`config.mk`:
```
export PLATFORM = sky130hd
export DESIGN_NAME = ex_commit_flat
export DESIGN_NICKNAME = d
export VERILOG_FILES = /design/src/rtl/ex_commit_if.sv /design/src/rtl/ex_commit.sv /design/src/flat_wrapper.sv
export SDC_FILE = /design/constraint.sdc
export NUM_CORES = 1
export LEC_CHECK = 0
export ABC_AREA = 1
export CAP_MARGIN = 5
export CORE_AREA = 4 4 206 208
export DETAILED_ROUTE_END_ITERATION = 8
export DIE_AREA = 0 0 210 212
export GPL_TIMING_DRIVEN = 0
export HOLD_SLACK_MARGIN = 0.15
export PLACE_DENSITY_LB_ADDON = 0.12
export SYNTH_ARGS = -nofsm -noshare
export SYNTH_HDL_FRONTEND = slang
export SYNTH_SLANG_ARGS = --single-unit
export TNS_END_PERCENT = 30
```
`constraint.sdc`:
```
create_clock -name clk -period 3.6 [get_ports clk]
set_clock_uncertainty 0.2 [all_clocks]
set_input_delay 0.9 -clock clk [delete_from_list [all_inputs] [get_ports clk]]
set_output_delay 0.9 -clock clk [all_outputs]
set_load 0.05 [all_outputs]
```
`src/rtl/ex_commit_if.sv`:
```
// EX-to-MEM bundle for ex_commit: EX instruction/ALU results in,
// registered valid/ready result out toward the EX/MEM boundary.
interface ex_commit_if;
  logic        ex_valid_i;
  logic        ex_ready_o;
  logic [31:0] inst_i;
  logic [31:0] inst_addr_i;
  logic [4:0]  rd_addr_i;
  logic        reg_we_i;
  logic [31:0] add_res_i;
  logic [31:0] sub_res_i;
  logic [31:0] and_res_i;
  logic [31:0] or_res_i;
  logic [31:0] xor_res_i;
  logic [31:0] slt_res_i;
  logic [31:0] sltu_res_i;
  logic [31:0] sll_res_i;
  logic [31:0] srl_res_i;
  logic [31:0] sra_res_i;
  logic [31:0] jump_addr_res_i;
  logic        rs1_eq_rs2_i;
  logic        rs1_lt_rs2_i;
  logic        rs1_lt_rs2_u_i;
  logic        mem_valid_o;
  logic        mem_ready_i;
  logic [31:0] mem_inst_addr_o;
  logic [4:0]  mem_rd_addr_o;
  logic        mem_reg_we_o;
  logic [31:0] mem_wdata_o;

  modport slave (
    input  ex_valid_i, inst_i, inst_addr_i, rd_addr_i, reg_we_i,
    input  add_res_i, sub_res_i, and_res_i, or_res_i, xor_res_i,
    input  slt_res_i, sltu_res_i, sll_res_i, srl_res_i, sra_res_i,
    input  jump_addr_res_i, rs1_eq_rs2_i, rs1_lt_rs2_i, rs1_lt_rs2_u_i,
    input  mem_ready_i,
    output ex_ready_o, mem_valid_o, mem_inst_addr_o, mem_rd_addr_o,
    output mem_reg_we_o, mem_wdata_o
  );

  modport master (
    output ex_valid_i, inst_i, inst_addr_i, rd_addr_i, reg_we_i,
    output add_res_i, sub_res_i, and_res_i, or_res_i, xor_res_i,
    output slt_res_i, sltu_res_i, sll_res_i, srl_res_i, sra_res_i,
    output jump_addr_res_i, rs1_eq_rs2_i, rs1_lt_rs2_i, rs1_lt_rs2_u_i,
    output mem_ready_i,
    input  ex_ready_o, mem_valid_o, mem_inst_addr_o, mem_rd_addr_o,
    input  mem_reg_we_o, mem_wdata_o
  );
endinterface

```
`src/rtl/ex_commit.sv`:
```
// TinyRISC-V EX commit: picks the ALU result for the EX instruction, resolves
// branches/jumps, and holds the outcome in a one-entry valid/ready register.
module ex_commit (
  input  logic        clk,
  input  logic        rst_n,
  ex_commit_if.slave  bus,
  input  logic        flush_i,
  output logic        jump_flag_o,
  output logic [31:0] jump_addr_o
);
  localparam logic [6:0] OP_R      = 7'b0110011;
  localparam logic [6:0] OP_I      = 7'b0010011;
  localparam logic [6:0] OP_LUI    = 7'b0110111;
  localparam logic [6:0] OP_AUIPC  = 7'b0010111;
  localparam logic [6:0] OP_JAL    = 7'b1101111;
  localparam logic [6:0] OP_JALR   = 7'b1100111;
  localparam logic [6:0] OP_BRANCH = 7'b1100011;

  logic [6:0]  w_opcode;
  logic [2:0]  w_funct3;
  logic        w_f7b5;
  logic [31:0] w_wdata;
  logic        w_we;
  logic        w_taken;
  logic [31:0] w_target;
  logic        w_ex_ready;
  logic        w_accept;

  logic        r_mem_valid;
  logic [31:0] r_mem_inst_addr;
  logic [4:0]  r_mem_rd_addr;
  logic        r_mem_reg_we;
  logic [31:0] r_mem_wdata;
  logic        r_jump_flag;
  logic [31:0] r_jump_addr;

  assign w_opcode = bus.inst_i[6:0];
  assign w_funct3 = bus.inst_i[14:12];
  assign w_f7b5   = bus.inst_i[30];

  always_comb begin
    w_wdata  = bus.add_res_i;
    w_we     = bus.reg_we_i;
    w_taken  = 1'b0;
    w_target = bus.jump_addr_res_i;
    case (w_opcode)
      OP_R, OP_I: begin
        case (w_funct3)
          3'b000: w_wdata = (w_opcode == OP_R && w_f7b5) ? bus.sub_res_i : bus.add_res_i;
          3'b001: w_wdata = bus.sll_res_i;
          3'b010: w_wdata = bus.slt_res_i;
          3'b011: w_wdata = bus.sltu_res_i;
          3'b100: w_wdata = bus.xor_res_i;
          3'b101: w_wdata = w_f7b5 ? bus.sra_res_i : bus.srl_res_i;
          3'b110: w_wdata = bus.or_res_i;
          default: w_wdata = bus.and_res_i;
        endcase
      end
      OP_LUI, OP_AUIPC: w_wdata = bus.add_res_i;
      OP_JAL: begin
        w_wdata = bus.inst_addr_i + 32'd4;
        w_taken = 1'b1;
      end
      OP_JALR: begin
        w_wdata  = bus.inst_addr_i + 32'd4;
        w_taken  = 1'b1;
        w_target = {bus.jump_addr_res_i[31:1], 1'b0};
      end
      OP_BRANCH: begin
        w_we = 1'b0;
        case (w_funct3)
          3'b000:  w_taken = bus.rs1_eq_rs2_i;
          3'b001:  w_taken = !bus.rs1_eq_rs2_i;
          3'b100:  w_taken = bus.rs1_lt_rs2_i;
          3'b101:  w_taken = !bus.rs1_lt_rs2_i;
          3'b110:  w_taken = bus.rs1_lt_rs2_u_i;
          3'b111:  w_taken = !bus.rs1_lt_rs2_u_i;
          default: w_taken = 1'b0;
        endcase
      end
      default: ;
    endcase
  end

  // Ready ignores flush; the instruction in the jump shadow is consumed but dropped.
  assign w_ex_ready = !r_mem_valid || bus.mem_ready_i;
  assign w_accept   = bus.ex_valid_i && w_ex_ready && !flush_i && !r_jump_flag;

  always_ff @(posedge clk) begin
    if (!rst_n) begin
      r_mem_valid     <= 1'b0;
      r_mem_inst_addr <= 32'd0;
      r_mem_rd_addr   <= 5'd0;
      r_mem_reg_we    <= 1'b0;
      r_mem_wdata     <= 32'd0;
      r_jump_flag     <= 1'b0;
      r_jump_addr     <= 32'd0;
    end else if (flush_i) begin
      r_mem_valid <= 1'b0;
      r_jump_flag <= 1'b0;
    end else if (w_accept) begin
      r_mem_valid     <= 1'b1;
      r_mem_inst_addr <= bus.inst_addr_i;
      r_mem_rd_addr   <= bus.rd_addr_i;
      r_mem_reg_we    <= w_we;
      r_mem_wdata     <= w_wdata;
      r_jump_flag     <= w_taken;
      if (w_taken) begin
        r_jump_addr <= w_target;
      end
    end else begin
      // The redirect pulse is single-cycle regardless of downstream stalls.
      r_jump_flag <= 1'b0;
      if (bus.mem_ready_i) begin
        r_mem_valid <= 1'b0;
      end
    end
  end

  assign bus.ex_ready_o      = w_ex_ready;
  assign bus.mem_valid_o     = r_mem_valid;
  assign bus.mem_inst_addr_o = r_mem_inst_addr;
  assign bus.mem_rd_addr_o   = r_mem_rd_addr;
  assign bus.mem_reg_we_o    = r_mem_reg_we;
  assign bus.mem_wdata_o     = r_mem_wdata;
  assign jump_flag_o         = r_jump_flag;
  assign jump_addr_o         = r_jump_addr;
endmodule
```
`src/flat_wrapper.sv`:
```
// flat-port wrapper written by rule: the top's interface ports become plain ports
module ex_commit_flat 
  (clk, rst_n, flush_i, jump_flag_o, jump_addr_o, bus_ex_valid_i, bus_inst_i, bus_inst_addr_i, bus_rd_addr_i, bus_reg_we_i, bus_add_res_i, bus_sub_res_i, bus_and_res_i, bus_or_res_i, bus_xor_res_i, bus_slt_res_i, bus_sltu_res_i, bus_sll_res_i, bus_srl_res_i, bus_sra_res_i, bus_jump_addr_res_i, bus_rs1_eq_rs2_i, bus_rs1_lt_rs2_i, bus_rs1_lt_rs2_u_i, bus_mem_ready_i, bus_ex_ready_o, bus_mem_valid_o, bus_mem_inst_addr_o, bus_mem_rd_addr_o, bus_mem_reg_we_o, bus_mem_wdata_o);
  ex_commit_if bus_i ();
  input  logic clk;
  input  logic rst_n;
  input  logic flush_i;
  output logic jump_flag_o;
  output logic [31:0] jump_addr_o;
  input wire logic [$bits(bus_i.ex_valid_i)-1:0] bus_ex_valid_i;
  input wire logic [$bits(bus_i.inst_i)-1:0] bus_inst_i;
  input wire logic [$bits(bus_i.inst_addr_i)-1:0] bus_inst_addr_i;
  input wire logic [$bits(bus_i.rd_addr_i)-1:0] bus_rd_addr_i;
  input wire logic [$bits(bus_i.reg_we_i)-1:0] bus_reg_we_i;
  input wire logic [$bits(bus_i.add_res_i)-1:0] bus_add_res_i;
  input wire logic [$bits(bus_i.sub_res_i)-1:0] bus_sub_res_i;
  input wire logic [$bits(bus_i.and_res_i)-1:0] bus_and_res_i;
  input wire logic [$bits(bus_i.or_res_i)-1:0] bus_or_res_i;
  input wire logic [$bits(bus_i.xor_res_i)-1:0] bus_xor_res_i;
  input wire logic [$bits(bus_i.slt_res_i)-1:0] bus_slt_res_i;
  input wire logic [$bits(bus_i.sltu_res_i)-1:0] bus_sltu_res_i;
  input wire logic [$bits(bus_i.sll_res_i)-1:0] bus_sll_res_i;
  input wire logic [$bits(bus_i.srl_res_i)-1:0] bus_srl_res_i;
  input wire logic [$bits(bus_i.sra_res_i)-1:0] bus_sra_res_i;
  input wire logic [$bits(bus_i.jump_addr_res_i)-1:0] bus_jump_addr_res_i;
  input wire logic [$bits(bus_i.rs1_eq_rs2_i)-1:0] bus_rs1_eq_rs2_i;
  input wire logic [$bits(bus_i.rs1_lt_rs2_i)-1:0] bus_rs1_lt_rs2_i;
  input wire logic [$bits(bus_i.rs1_lt_rs2_u_i)-1:0] bus_rs1_lt_rs2_u_i;
  input wire logic [$bits(bus_i.mem_ready_i)-1:0] bus_mem_ready_i;
  output wire logic [$bits(bus_i.ex_ready_o)-1:0] bus_ex_ready_o;
  output wire logic [$bits(bus_i.mem_valid_o)-1:0] bus_mem_valid_o;
  output wire logic [$bits(bus_i.mem_inst_addr_o)-1:0] bus_mem_inst_addr_o;
  output wire logic [$bits(bus_i.mem_rd_addr_o)-1:0] bus_mem_rd_addr_o;
  output wire logic [$bits(bus_i.mem_reg_we_o)-1:0] bus_mem_reg_we_o;
  output wire logic [$bits(bus_i.mem_wdata_o)-1:0] bus_mem_wdata_o;
  assign bus_i.ex_valid_i = bus_ex_valid_i;
  assign bus_i.inst_i = bus_inst_i;
  assign bus_i.inst_addr_i = bus_inst_addr_i;
  assign bus_i.rd_addr_i = bus_rd_addr_i;
  assign bus_i.reg_we_i = bus_reg_we_i;
  assign bus_i.add_res_i = bus_add_res_i;
  assign bus_i.sub_res_i = bus_sub_res_i;
  assign bus_i.and_res_i = bus_and_res_i;
  assign bus_i.or_res_i = bus_or_res_i;
  assign bus_i.xor_res_i = bus_xor_res_i;
  assign bus_i.slt_res_i = bus_slt_res_i;
  assign bus_i.sltu_res_i = bus_sltu_res_i;
  assign bus_i.sll_res_i = bus_sll_res_i;
  assign bus_i.srl_res_i = bus_srl_res_i;
  assign bus_i.sra_res_i = bus_sra_res_i;
  assign bus_i.jump_addr_res_i = bus_jump_addr_res_i;
  assign bus_i.rs1_eq_rs2_i = bus_rs1_eq_rs2_i;
  assign bus_i.rs1_lt_rs2_i = bus_rs1_lt_rs2_i;
  assign bus_i.rs1_lt_rs2_u_i = bus_rs1_lt_rs2_u_i;
  assign bus_i.mem_ready_i = bus_mem_ready_i;
  assign bus_ex_ready_o = bus_i.ex_ready_o;
  assign bus_mem_valid_o = bus_i.mem_valid_o;
  assign bus_mem_inst_addr_o = bus_i.mem_inst_addr_o;
  assign bus_mem_rd_addr_o = bus_i.mem_rd_addr_o;
  assign bus_mem_reg_we_o = bus_i.mem_reg_we_o;
  assign bus_mem_wdata_o = bus_i.mem_wdata_o;
  ex_commit u_core (.clk(clk), .rst_n(rst_n), .bus(bus_i), .flush_i(flush_i), .jump_flag_o(jump_flag_o), .jump_addr_o(jump_addr_o));
endmodule
```
After elaboration in Yosys (flattened, before gate mapping) --
Cells that the tools add are included. Widths: inputs -> output; s select.
Word-level totals: flip-flop bits (word level) 104, bits of input ports 430, output and inout port bits 105, logic and storage cells 52
Operators by class: $add $sub $neg 1, equality and inequality tests 12, muxes and demuxes 10, bitwise operators 3, reduce and logical (&&, ||, !) cells 19
Operators with widths (count):
- $pmux 32 s7 | 1
- $mux 32 | 2
- $pmux 32 s2 | 1
- $add 32x3->32 const B | 1
- $eq 7x7->1 const B | 3
- $eq 3x3->1 const B | 4
- $eq 7x5->1 const B | 1
- $eq 7x6->1 const B | 1
- $eq 3x2->1 const B | 2
- $logic_not 1->1 | 6
- $pmux 1 s6 | 1
- $reduce_or 2->1 | 3
- $logic_and 1x1->1 | 4
- $mux 1 | 4
- $eq 3x1->1 const B | 1
- $logic_not 3->1 | 1
- $not 1->1 | 3
- $reduce_and 3->1 | 1
- $reduce_or 3->1 | 1
- $pmux 1 s2 | 1
- $reduce_and 2->1 | 1
- $reduce_bool 2->1 | 1
- $logic_or 1x1->1 | 1

Depth between registers and ports, before layout --
depth after elaboration 7, mapped depth 14, mapped depth without buffers 11

Worst setup path after synthesis --
OpenSTA, ideal clock, no wires.
kind input to register, start point input port bus_inst_i[12], end point register u_core.r_jump_addr[16], in the netlist u_core.jump_addr_o[16], setup time 117 ps, arrival 2041 ps, required time 3283 ps, setup slack 1243 ps, cell stages on the path 14, buffers on the path 4, cell sequence buf_6 > nor2_2 > buf_6 > nand2_2 > nand2_1 > nand2_1 > nand3_1 > nand2_1 > nand2_2 > buf_6 > buf_6 > nand3_2 > nand2_1 > nor2_1
Between the ends: word-level cells in the longest chain between the ends 4, elaborated cells on any way between the ends 9, those cells by class eq/ne (5); mux (2); reduce/logical (2)
Ends and longest elaborated chain:
- start: declaration | line flat_wrapper.sv:11 | input wire logic [$bits(bus_i.inst_i)-1:0] bus_inst_i;
- $eq 3x3->1, or another cell as far along | line ex_commit.sv:71 | case (w_funct3)
- $pmux 1 s6 * | line ex_commit.sv:71
- $pmux 1 s2 * | line ex_commit.sv:46 | case (w_opcode)
- $reduce_and 3->1 (no line) *
- end signal: assignment | line ex_commit.sv:109 | r_jump_addr <= w_target;
- end: declaration | line ex_commit.sv:35 | logic [31:0] r_jump_addr;
Every way passes the cells marked *; elsewhere a longest branch is shown, timed or not. A chain may end at the register's enable or synchronous reset.

Final worst setup path --
start point input port bus_mem_ready_i, end point output port bus_ex_ready_o
Between the ends: word-level cells in the longest chain between the ends 1
Ends and longest elaborated chain:
- start: declaration | line flat_wrapper.sv:29 | input wire logic [$bits(bus_i.mem_ready_i)-1:0] bus_mem_ready_i;
- $logic_or 1x1->1 | line ex_commit.sv:86 | assign w_ex_ready = !r_mem_valid || bus.mem_ready_i;
- end: declaration | line flat_wrapper.sv:30 | output wire logic [$bits(bus_i.ex_ready_o)-1:0] bus_ex_ready_o;
Every way passes these cells.

==> impl_results.md <==
* Post-Syn Instances at 1613
* Syn_nets at 2044
* Reg2Reg Depth at 6
* GRT Overall Usage at 0.2429
* Synth Register Bits at 104
* Clock buffer count from CTS at 9
* Mapped Area at 8559 sq um
* Die Ht at 212 um
* Critical Path Fanout Max at 2
* Slew HR at 0.5093
* Top Ports at 535
* Syn_area_per_cell at 5.307 sq um
* Max-cap viol count at 0
* Final #Nets at 2564
* Largest net degree at the start of global routing at 19
* Worst setup margin at 0.1276 ns
* Final HPWL DP at 48330 um
* Power Total at 3657 uW
* Worst setup EP type: output pin
* # port buffers at 509
* Hold EP: u_core.jump_addr_o[12]
* VDD IR max at 0.0002172 V
* Final slew viol count at 0
* Final GP Congestion at 0.9014
* Die area at 44520 sq um
* Share of the synthesized area in the top cell type at 0.2432
* Row count at 74
* Setup CP Type: input port to output pin
* Synth cell types at 31
* Drt pass-1 iters at 5
* Max Freq at 288.0 MHz
* Clock Tree Root: clkbuf_16
* CTS tree: yes
* Grt ovf at 0
* RR Endpoint: u_core.bus.mem_wdata_o[8]
* R2R Setup Slk at 1.04 ns
* Primary FF master, synth: dfxtp_1
* Final Hold Violating Endpoints at 0
* Crit share post-route at 0.9645
* FFs w/ async S/R, synth at 0
* Minimum clock period at 3.472 ns
* Reg2reg start: u_core.jump_flag_o
* WL final at 56060 um
* DR vias at 12030
* Cts hold-fix bufs at 0
* Starting Density at 0.2111
* CP Data Required Time at 2.50 ns
* First-pass GRT wire length at 80090 um
* Final core utilization at 0.3614
* Tightest Hold Check Type: flip-flop to flip-flop
* # fillers at 4552
* Status: completed
* Die X at 210 um
* CP Launch Type: input port
* Most area-hungry cell type in the Yosys netlist: dfxtp_1
* Worst Path Arrival at 2.37 ns
* Setup slack at placement at -0.3997 ns
* Drc violations at 0
* Area Overhead vs Synth at 71.23%
* Top post-synthesis cells by area: dfxtp_1, nand2_1, nor2_1, nand3_1, inv_1
* DR WL/cell at 20.91 um
* Vias in the first global route at 12220
* CTS H-Tree Depth at 3
* Core box area at 40550 sq um
* RSZ-0062 raised after global routing: no
* Clk sinks at 104
* Final setup fails at 0
* Leakage at 0.006783 uW
* Number of enable flip-flop cells after synthesis at 0
* Antenna violations before repair at 17
* Hold_sp: u_core.jump_addr_o[12]
* Worst-skew pair later-pin latency at 0.36 ns
* Vias per cell at 4.487
* Clock Pin Slew Worst Setup and Hold Paths at 0.08 ns
* Number of setup buffers added after CTS at 0
* Fin Setup TNS at 0 ns
* Layout cells sized above 1 at 0.04958
* YS warnings at 0
* Hold path depth at 2
* Clk buf depth at 2
* Worst Tran Pin Value at 0.7360 ns
* Post-route ant nets at 0
* Seq/Total Area, Yosys at 0.2432
* PD cells at 249.5 nW/um^2
* DR iter-0 viols at 753
==> metrics by stage <==
step	cell area (sq um)	cells	hold slack [ns]
2_1_floorplan	8559	1613	0.5163
3_3_place_gp	14320	2654	0.2624
3_5_place_dp	14320	2654	0.2704
4_1_cts	14630	2670	0.2900
5_1_grt	14650	2679	0.3102
6_report	14660	2681	0.2837
==> layout make-up <==
class                      count  area (sq um)  share of cell area
clock inverter                 7         77.57            0.005293
clock buffer                   9         225.2             0.01537
inverter                     169         634.4             0.04328
timing repair buffer         509          5095              0.3476
tap                          532         665.6             0.04542
sequential                   104          2082              0.1421
multi-input combinational   1250          5378              0.3669
antenna                       11         27.53            0.001878
buffer                        90         471.7             0.03218
==> flip-flops by register name (all words and copies together) (netlist names) <==
register,flops
u_core.bus.mem_inst_addr_o,32
u_core.bus.mem_wdata_o,32
u_core.jump_addr_o,32
u_core.bus.mem_rd_addr_o,5
u_core.bus.mem_reg_we_o,1
u_core.bus.mem_valid_o,1
u_core.jump_flag_o,1
==> layer usage <==
layer | global-route usage | share of wire | vias to the layer above | wire length (um)
met3 | 0.07363 | 0.080 | 51 | 4510
li1 | - | - | 6088 | -
met4 | 0.05356 | 0.016 | 12 | 895
met1 | 0.3115 | 0.44 | 5456 | 24420
met5 | 0 | 0.0012 | - | 69
met2 | 0.4052 | 0.47 | 423 | 26170
==> kinds of logic after synthesis <==
family / after synthesis / share of synthesized area
AND/OR/NAND/NOR: 1023 / 0.4859
buffers and inverters: 259 / 0.1292
AO/OA/AOI/OAI: 226 / 0.1402
flip-flops: 104 / 0.2432
adder cells (fa/ha/maj): 1 / 0.001462
==> worst max-delay path: stages <==
cell	delay, ns
clkdlybuf4s50_1	0.46
nor2_1	0.06
inv_1	0.13
clkdlybuf4s50_1	0.82
==> timing repair <==
item / CTS / global route
resized for setup: 1 / 0
hold endpoints to repair: 0 / 0
setup endpoints to repair: 1 / 0
==> synth_stat cells, drive strengths merged (2+ instances only) <==
cell type,count
nand2,537
clkbuf,32
or2,2
o211ai,11
inv,169
dfxtp,104
o21ai,109
nand3,138
nor2,319
buf,58
a21oi,103
nor3,11
o21bai,2
nand4,12
==> report_power, final <==
group	internal (uW)	switching [uW]	leakage (uW)	total, uW
sequential	1210	30.7	0.000852	1240
combinational	640	744	0.00578	1380
clock	548	489	0.000152	1040
==> placed cells by master, fill, tap and decap left out, drive strengths merged <==
master / count
a21oi: 103
or2: 2
clkinv: 4
nand4: 12
o21bai: 2
nand3: 138
buf: 58
nor4: 1
nor3b: 1
nor3: 11
inv: 171
nor2: 319
a211oi: 1
diode: 11
o211ai: 11
nand3b: 1
ha: 1
clkbuf: 41
o21ai: 109
dfxtp: 104
nand2: 537
bufinv: 1
clkdlybuf4s50: 509
and3: 1
==> worst max-delay path by stage <==
stage	from	end	slack [ns]	cells after the start
floorplan	bus_inst_i[12]	u_core.jump_addr_o[16]	1.24	14
detailed placement	flush_i	u_core.bus.mem_wdata_o[31]	-0.40	7
finish	bus_mem_ready_i	bus_ex_ready_o	0.13	4
global route	bus_mem_ready_i	bus_ex_ready_o	0.09	4
global placement	flush_i	u_core.bus.mem_wdata_o[31]	-0.36	7
CTS	bus_mem_ready_i	bus_ex_ready_o	0.12	4
Power figures use the tool's default switching activity.
